## src/rtl/front_dispatch_queue.sv

```systemverilog
// front_dispatch_queue: group FIFO from rename to dispatch with round-robin EU assignment at enqueue (ports: clk, reset_n, flush_i, rename_* in, instr_dispatch_* out, dispatched_instr_alloc_euidx_o)
package pkg_dtypes;
  localparam int LOG2_NUM_EXEC_UNITS = 2;
  typedef logic [31:0] type_iqueue_entry;
endpackage

module front_dispatch_queue
  import pkg_dtypes::*;
#(
  parameter int NUM_PARALLEL_INSTR_DISPATCHES = 4,
  parameter int NUM_EXEC_UNITS = 4,
  parameter int DEPTH = 4
) (
  input  logic                           clk,
  input  logic                           reset_n,
  input  logic                           flush_i,
  input  type_iqueue_entry               rename_instr_i [NUM_PARALLEL_INSTR_DISPATCHES],
  input  logic [NUM_PARALLEL_INSTR_DISPATCHES-1:0] rename_instr_valid_i,
  output logic                           rename_ready_o,
  output type_iqueue_entry               instr_dispatch_o [NUM_PARALLEL_INSTR_DISPATCHES],
  output logic [NUM_PARALLEL_INSTR_DISPATCHES-1:0] instr_dispatch_valid_o,
  output logic [LOG2_NUM_EXEC_UNITS-1:0] dispatched_instr_alloc_euidx_o [NUM_PARALLEL_INSTR_DISPATCHES],
  input  logic                           instr_dispatch_ready_i
);
  localparam int N = NUM_PARALLEL_INSTR_DISPATCHES;
  localparam int AW = $clog2(DEPTH);
  localparam int EW = LOG2_NUM_EXEC_UNITS;
  localparam logic [AW:0] FULL = (AW+1)'(DEPTH);
  type_iqueue_entry mem_instr [DEPTH][N];
  logic [EW-1:0] mem_eu [DEPTH][N];
  logic [N-1:0] mem_valid [DEPTH];
  logic [AW-1:0] rd_ptr, wr_ptr;
  logic [AW:0] count;
  logic [EW-1:0] eu_ptr, eu_acc;
  logic [EW-1:0] lane_eu [N];
  logic head_valid, enq, deq;
  assign head_valid = count != '0;
  assign rename_ready_o = count != FULL;
  assign enq = rename_ready_o && |rename_instr_valid_i && !flush_i;
  assign deq = head_valid && instr_dispatch_ready_i && !flush_i;
  always_comb begin
    eu_acc = eu_ptr;
    for (int j = 0; j < N; j++) begin
      lane_eu[j] = rename_instr_valid_i[j] ? eu_acc : '0;
      eu_acc = EW'((int'(eu_acc) + int'(rename_instr_valid_i[j])) % NUM_EXEC_UNITS);
    end
  end
  always_comb begin
    instr_dispatch_valid_o = head_valid ? mem_valid[rd_ptr] : '0;
    for (int j = 0; j < N; j++) begin
      instr_dispatch_o[j] = head_valid ? mem_instr[rd_ptr][j] : '0;
      dispatched_instr_alloc_euidx_o[j] = head_valid ? mem_eu[rd_ptr][j] : '0;
    end
  end
  always_ff @(posedge clk) begin
    if (enq) begin
      mem_instr[wr_ptr] <= rename_instr_i;
      mem_eu[wr_ptr] <= lane_eu;
    end
  end
  always_ff @(posedge clk) begin
    if (!reset_n) begin
      rd_ptr <= '0;
      wr_ptr <= '0;
      count <= '0;
      eu_ptr <= '0;
      for (int i = 0; i < DEPTH; i++) mem_valid[i] <= '0;
    end else if (flush_i) begin
      rd_ptr <= '0;
      wr_ptr <= '0;
      count <= '0;
    end else begin
      if (enq) begin
        mem_valid[wr_ptr] <= rename_instr_valid_i;
        wr_ptr <= wr_ptr + AW'(1);
        eu_ptr <= eu_acc;
      end
      if (deq) rd_ptr <= rd_ptr + AW'(1);
      count <= count + (AW+1)'(enq) - (AW+1)'(deq);
    end
  end
endmodule

```

## config.mk

```make
export PLATFORM = sky130hd
export DESIGN_NAME = front_dispatch_queue
export DESIGN_NICKNAME = d
export VERILOG_FILES = /design/src/rtl/front_dispatch_queue.sv
export SDC_FILE = /design/constraint.sdc
export NUM_CORES = 1
export LEC_CHECK = 0
export CAP_MARGIN = 40
export CORE_MARGIN = 10
export CORE_UTILIZATION = 46
export CTS_BUF_LIST = sky130_fd_sc_hd__clkbuf_4
export CTS_CLUSTER_DIAMETER = 40
export DETAILED_ROUTE_END_ITERATION = 8
export MAX_ROUTING_LAYER = met4
export PLACE_DENSITY_LB_ADDON = 0.2
export SYNTH_ARGS = -nofsm -noshare
export SYNTH_HDL_FRONTEND = slang
export SYNTH_SLANG_ARGS = --single-unit
```

## constraint.sdc

```tcl
create_clock -name clk -period 6.7 [get_ports clk]
set_clock_uncertainty 0.1 [all_clocks]
set_input_delay 2.01 -clock clk [delete_from_list [all_inputs] [get_ports clk]]
set_output_delay 2.01 -clock clk [all_outputs]
set_load 0.005 [all_outputs]
```

==> results of run 1 <==
area by class of cell:
class | instances | area share
inverter | 7 | 0.000968
timing repair buffer | 296 | 0.111
sequential | 571 | 0.628
multi-input combinational | 359 | 0.168
tap | 607 | 0.0280
antenna | 9 | 0.000830
clock inverter | 31 | 0.00562
clock buffer | 206 | 0.0570
stage by stage:
stage,util,cells,setup WS [ns]
6_report,0.579,2086,1.13
5_1_grt,0.579,2083,0.849
4_1_cts,0.579,2077,0.930
3_5_place_dp,0.543,1840,1.76
3_3_place_gp,0.542,1839,1.85
2_1_floorplan,-,988,0.510
worst paths after layout:
check | startpoint | endpoint | slack (ns) | cells past startpoint
setup / recovery | flip-flop | instr_dispatch_o[22] | 1.13 | 4
hold / removal | eu_ptr[0]$_SDFFE_PN0P_ | eu_ptr[0]$_SDFFE_PN0P_ | 0.39 | 2
hold reg to reg | eu_ptr[0]$_SDFFE_PN0P_ | eu_ptr[0]$_SDFFE_PN0P_ | 0.39 | 2
setup reg to reg | count[1]$_SDFF_PP0_ | count[2]$_SDFF_PP0_ | 3.71 | 12
routing by layer:
| layer | up-vias | GRT usage | wire (µm) | part of all wire |
|---|---|---|---|---|
| li1 | 4888 | - | - | - |
| met1 | 5593 | 0.199 | 18800 | 0.40 |
| met2 | 389 | 0.272 | 23400 | 0.50 |
| met3 | 64 | 0.0618 | 3560 | 0.077 |
| met4 | 0 | 0.0693 | 788 | 0.017 |
| met5 | - | - | 0 | 0 |
registers in the layout, indices dropped and copies added (netlist names), named ones only:
name / flops
eu_ptr: 2
wr_ptr: 2
count: 3
mem_eu: 32
rd_ptr: 2
mem_valid: 16
mem_instr: 512
worst max-delay path: stages, from the launching register on:
cell and delay [ns]:
dfxtp_4 0.77, buf_12 0.41, mux4_2 0.55, and2_1 0.19
clkdlybuf4s50_1 0.49
placed cells by master, fill, tap and decap left out, types with 10 or more instances in the layout:
master	n
buf_4	11
clkdlybuf4s50_1	276
mux4_2	140
nand2_1	12
and2_1	142
clkbuf_4	206
edfxtp_1	560
nor2_1	24
ha_1	10
clkinv_1	19
report_power, final:
part	switching, mW	total (mW)	internal, mW
clock	1.29	2.73	1.44
sequential	0.0270	4.07	4.05
combinational	0.257	0.570	0.313
cells by family after synthesis:
logic type / after synthesis
flip-flops: 571
AND/OR/NAND/NOR: 197
multiplexers: 140
buffers and inverters: 58
adder cells (fa/ha/maj): 11
XOR/XNOR: 8
AO/OA/AOI/OAI: 3
==> metrics.csv, run 1 <==
metric;value;unit
outcome;finished, final reports clean;
ir_drop;0.166;mV
num_vias;10900;
cts_root_buf;clkbuf_4;
grt_usage;0.172;
synth-seq-cells;571;
wirelength;46.5;mm
syn_avg_cell_area;22.2;µm²
holdBufCountCts;0;
synthXorXnorAreaFrac;0.00388;
ys_types;28;
powerDensity;272;nW/µm²
cts_setup_buffers;0;
routed_via_density;5.24;
wl_per_cell;22.3;µm
finalHoldViolCount;0;
yosys-top-cells-count;edfxtp_1 (560), and2_1 (146), mux4_2 (140), nor2_1 (24), clkbuf_1 (23);
dp_hpwl;28.7;mm
cts_buffers;146;
first_pass_iters;5;
coreArea;46900;µm²
final_area;27100;µm²
htree_levels;4;
cp-start-kind;flip-flop;
n_fill_cell;3625;
end_kind;primary output;
p_leak;8.81;nW
synthArstFlopShare;0;
multi_input_area;4570;µm²
gp_congestion;0.747;
drv_slew;0;
power.total;7.37;mW
synth_compound_area_frac;0.000914;
clk-insertion-delay-late;0.94;ns
synth_edf_count;560;
fmax;179;MHz
relSlewSlack;0.447;
worstMarginPinSlew;0.830;ns
yosys_warnings;0;
die_w;238;µm
fin_crit_sh;0.832;
synth_mux_area_frac;0.144;
ys_top_cells_by_area;edfxtp_1 (77%), mux4_2 (14%), and2_1 (4.2%);
yosys.area.top_type;edfxtp_1;
finalSetupTns;0;ns
grt_remaining_overflow;0;
fp.dieH;238;µm
crit_fanout;51;
yosysMostFrequentCell;edfxtp_1;
synth_nets;1135;
dieArea;56800;µm²
maxCapViolations;0;
setup_viol;0;
drcViolationCount;0;
syn_to_final_growth;23.9;%
grt_max_degree;58;
num-nets-final;1528;
synth_area;21900;µm²
clk_pin_slew;0.08;ns
clock_sinks;571;
io_buffers;276;
seqCellArea;17000;µm²
crit_required;4.59;ns
crit_arrival;3.46;ns
start_util;0.468;
ys.flop_type;edfxtp_1;
hp-class;flip-flop to flip-flop;
critical_path_class;flip-flop to primary output;
clockBufferDepth;3;
yosys.area_share.adder;0.00662;
antenna_left;0;
ys_seq_area_frac;0.778;
rows;79;
grt_first_pass_wirelength;70.9;mm
drt_iter0_markers;725;
grt_pass1_vias;12000;
dpl-instance-area;25400;µm²
antenna_found_initial;6;
post_route_cells_drive_above_1_share;0.263;
ios;277;
yosysTopAreaCellShare;0.767;
synth_top_family_by_area;multiplexers;
cts_resized;0;
holdWs;0.392;ns
synthCells;988;
fin_crit;5.57;ns
cts_tree;built;
synth-simple-area-share;0.0525;
rsz0062_at_grt;false;
Power figures use the tool's default switching activity.
==> run 2, diff against run 1 <==
- clock period: 6.7 -> 5.6 ns (I/O delays scaled with it)
==> metrics.csv, run 2 (synthesized netlist as in run 1, its figures left out) <==
metric;value;unit;change
drt_iter0_markers;676;;-6.8%
finalHoldViolCount;0;;unchanged
multi_input_area;4570;µm²;unchanged
final_cell_mix;edfxtp_1 (560), clkdlybuf4s50_1 (276), clkbuf_4 (219);;
cts_root_buf;clkbuf_4;;
setup_viol;0;;unchanged
ir_drop;0.187;mV;+13%
r2r_cells;12;;unchanged
critical_path_class;flip-flop to primary output;;
fmax;195;MHz;
gp_congestion;0.766;;+2.5%
post_route_cells_drive_above_1_share;0.275;;+0.0120
wirelength;47.3;mm;+1.7%
highest_layer;met4;;
cts_tree;built;;
largestRegisters;mem_instr x512, mem_eu x32, mem_valid x16;;
maxCapViolations;0;;unchanged
coreArea;46900;µm²;unchanged
clk-insertion-delay-late;0.93;ns;about the same
start_util;0.468;;unchanged
hp-class;flip-flop to flip-flop;;
grt_first_pass_wirelength;72.6;mm;+2.4%
seqCellArea;17000;µm²;unchanged
relSlewSlack;0.472;;+0.0253
largest_reg_flops;512;;unchanged
wl_met3;2.92;mm;-18%
reg2reg_from;count[1]$_SDFF_PP0_;;
powerDensity;328;nW/µm²;+21%
cp-start-kind;flip-flop;;
rsz0062_at_grt;false;;
crit_arrival;3.34;ns;-0.12 ns
cts_setup_buffers;0;;unchanged
die_w;238;µm;unchanged
clockBufferDepth;3;;unchanged
dieArea;56800;µm²;unchanged
worstMarginPinSlew;0.792;ns;-0.0379 ns
power.total;8.98;mW;+22%
top_register;mem_instr;;
end_kind;primary output;;
p_leak;8.93;nW;+1.3%
fin_crit_sh;0.914;;
num-nets-final;1541;;+0.85%
final_common_cell;edfxtp_1;;
n_fill_cell;3648;;+0.63%
routed_via_density;5.22;;-0.35%
route.met2.wl;24.0;mm;+2.5%
cts_resized;0;;unchanged
rows;79;;unchanged
clk_pin_slew;0.06;ns;-0.02 ns
grt_usage;0.176;;+0.00367
grt_max_degree;65;;+12%
finalSetupTns;0;ns;unchanged
rrSetupSlack;2.56;ns;-1.15 ns
grt_remaining_overflow;0;;unchanged
wl_per_cell;22.5;µm;+1.1%
syn_to_final_growth;24.9;%;
drv_slew;0;;unchanged
ios;277;;unchanged
wl_met1;19.6;mm;+4.4%
fp.dieH;238;µm;unchanged
outcome;finished, final reports clean;;
crit_required;3.82;ns;-0.77 ns
min_from;eu_ptr[0]$_SDFFE_PN0P_;;
io_buffers;276;;unchanged
htree_levels;4;;unchanged
grt_pass1_vias;12300;;+2.8%
drcViolationCount;0;;unchanged
holdBufCountCts;0;;unchanged
cts_buffers;148;;+1.4%
antenna_found_initial;6;;unchanged
hold_path_end;eu_ptr[0]$_SDFFE_PN0P_;;
min_path_cells;2;;unchanged
fin_crit;5.12;ns;
antenna_left;0;;unchanged
rr_endpoint;count[2]$_SDFF_PP0_;;
first_pass_iters;5;;unchanged
crit_fanout;33;;-35%
num_vias;11000;;+0.32%
dp_hpwl;29.1;mm;+1.4%
clock_sinks;571;;unchanged
-- run 2: changes by cell type in the layout (fill, tap and decap cells not counted), moves of 2 or more --
cell / before / now
buf_12: 9 / 13
buf_4: 11 / 18
clkbuf_4: 206 / 219
clkinv_1: 19 / 13
clkinv_2: 8 / 1
clkinvlp_4: 0 / 2
diode_2: 9 / 7
inv_2: 4 / 6
-- run 2: layer usage --
| layer | up-vias | track usage |
|---|---|---|
| li1 | 4908 | - |
| met1 | 5680 | 0.208 |
| met2 | 321 | 0.277 |
| met3 | 60 | 0.0624 |
| met4 | 0 | 0.0614 |
| met5 | - | - |
-- run 2: area by class of cell --
type	instances	share of cell area
Inverter	7	0.000960
Timing Repair Buffer	307	0.115
Antenna cell	7	0.000640
Clock buffer	219	0.0601
Tap cell	607	0.0278
Clock inverter	23	0.00540
Sequential cell	571	0.623
Multi-Input combinational cell	359	0.167
-- run 2: how the worst max path moves through the flow --
stage / from / endpoint / slack (ns)
after CTS: flip-flop / instr_dispatch_o[2] / 0.23
after floorplan: flush_i / mem_eu[0][0]$_DFFE_PP_ / 1.27
after global placement: rename_instr_valid_i[0] / count[2]$_SDFF_PP0_ / 1.08
after global routing: flip-flop / instr_dispatch_o[112] / 0.15
final: flip-flop / instr_dispatch_o[103] / 0.48
after detailed placement: rename_instr_valid_i[0] / count[2]$_SDFF_PP0_ / 1.06
-- run 2: power breakdown --
part / total [mW] / switching [mW] / internal (mW)
combinational: 0.683 / 0.306 / 0.377
clock: 3.42 / 1.57 / 1.86
sequential: 4.87 / 0.0331 / 4.84
total: 8.98 / 1.91 / 7.08
-- run 2: through the flow --
step | hold slack [ns] | area [µm²] | std cells | worst slack [ns] | utilization
final | 0.404 | 27400 | 2100 | 0.480 | 0.584
after global routing | 0.458 | 27400 | 2099 | 0.145 | 0.584
after CTS | 0.411 | 27300 | 2093 | 0.233 | 0.584
after detailed placement | 0.403 | 25600 | 1851 | 1.06 | 0.545
after global placement | 0.385 | 25600 | 1851 | 1.08 | 0.545
after floorplan | 0.347 | 21900 | 988 | 1.27 | -
-- run 2: worst max-delay path: stages, from the launching register on --
cell and delay, ns:
dfxtp_4 0.83, buf_4 0.37, mux4_2 0.53, and2_1 0.19, clkdlybuf4s50_1 0.46
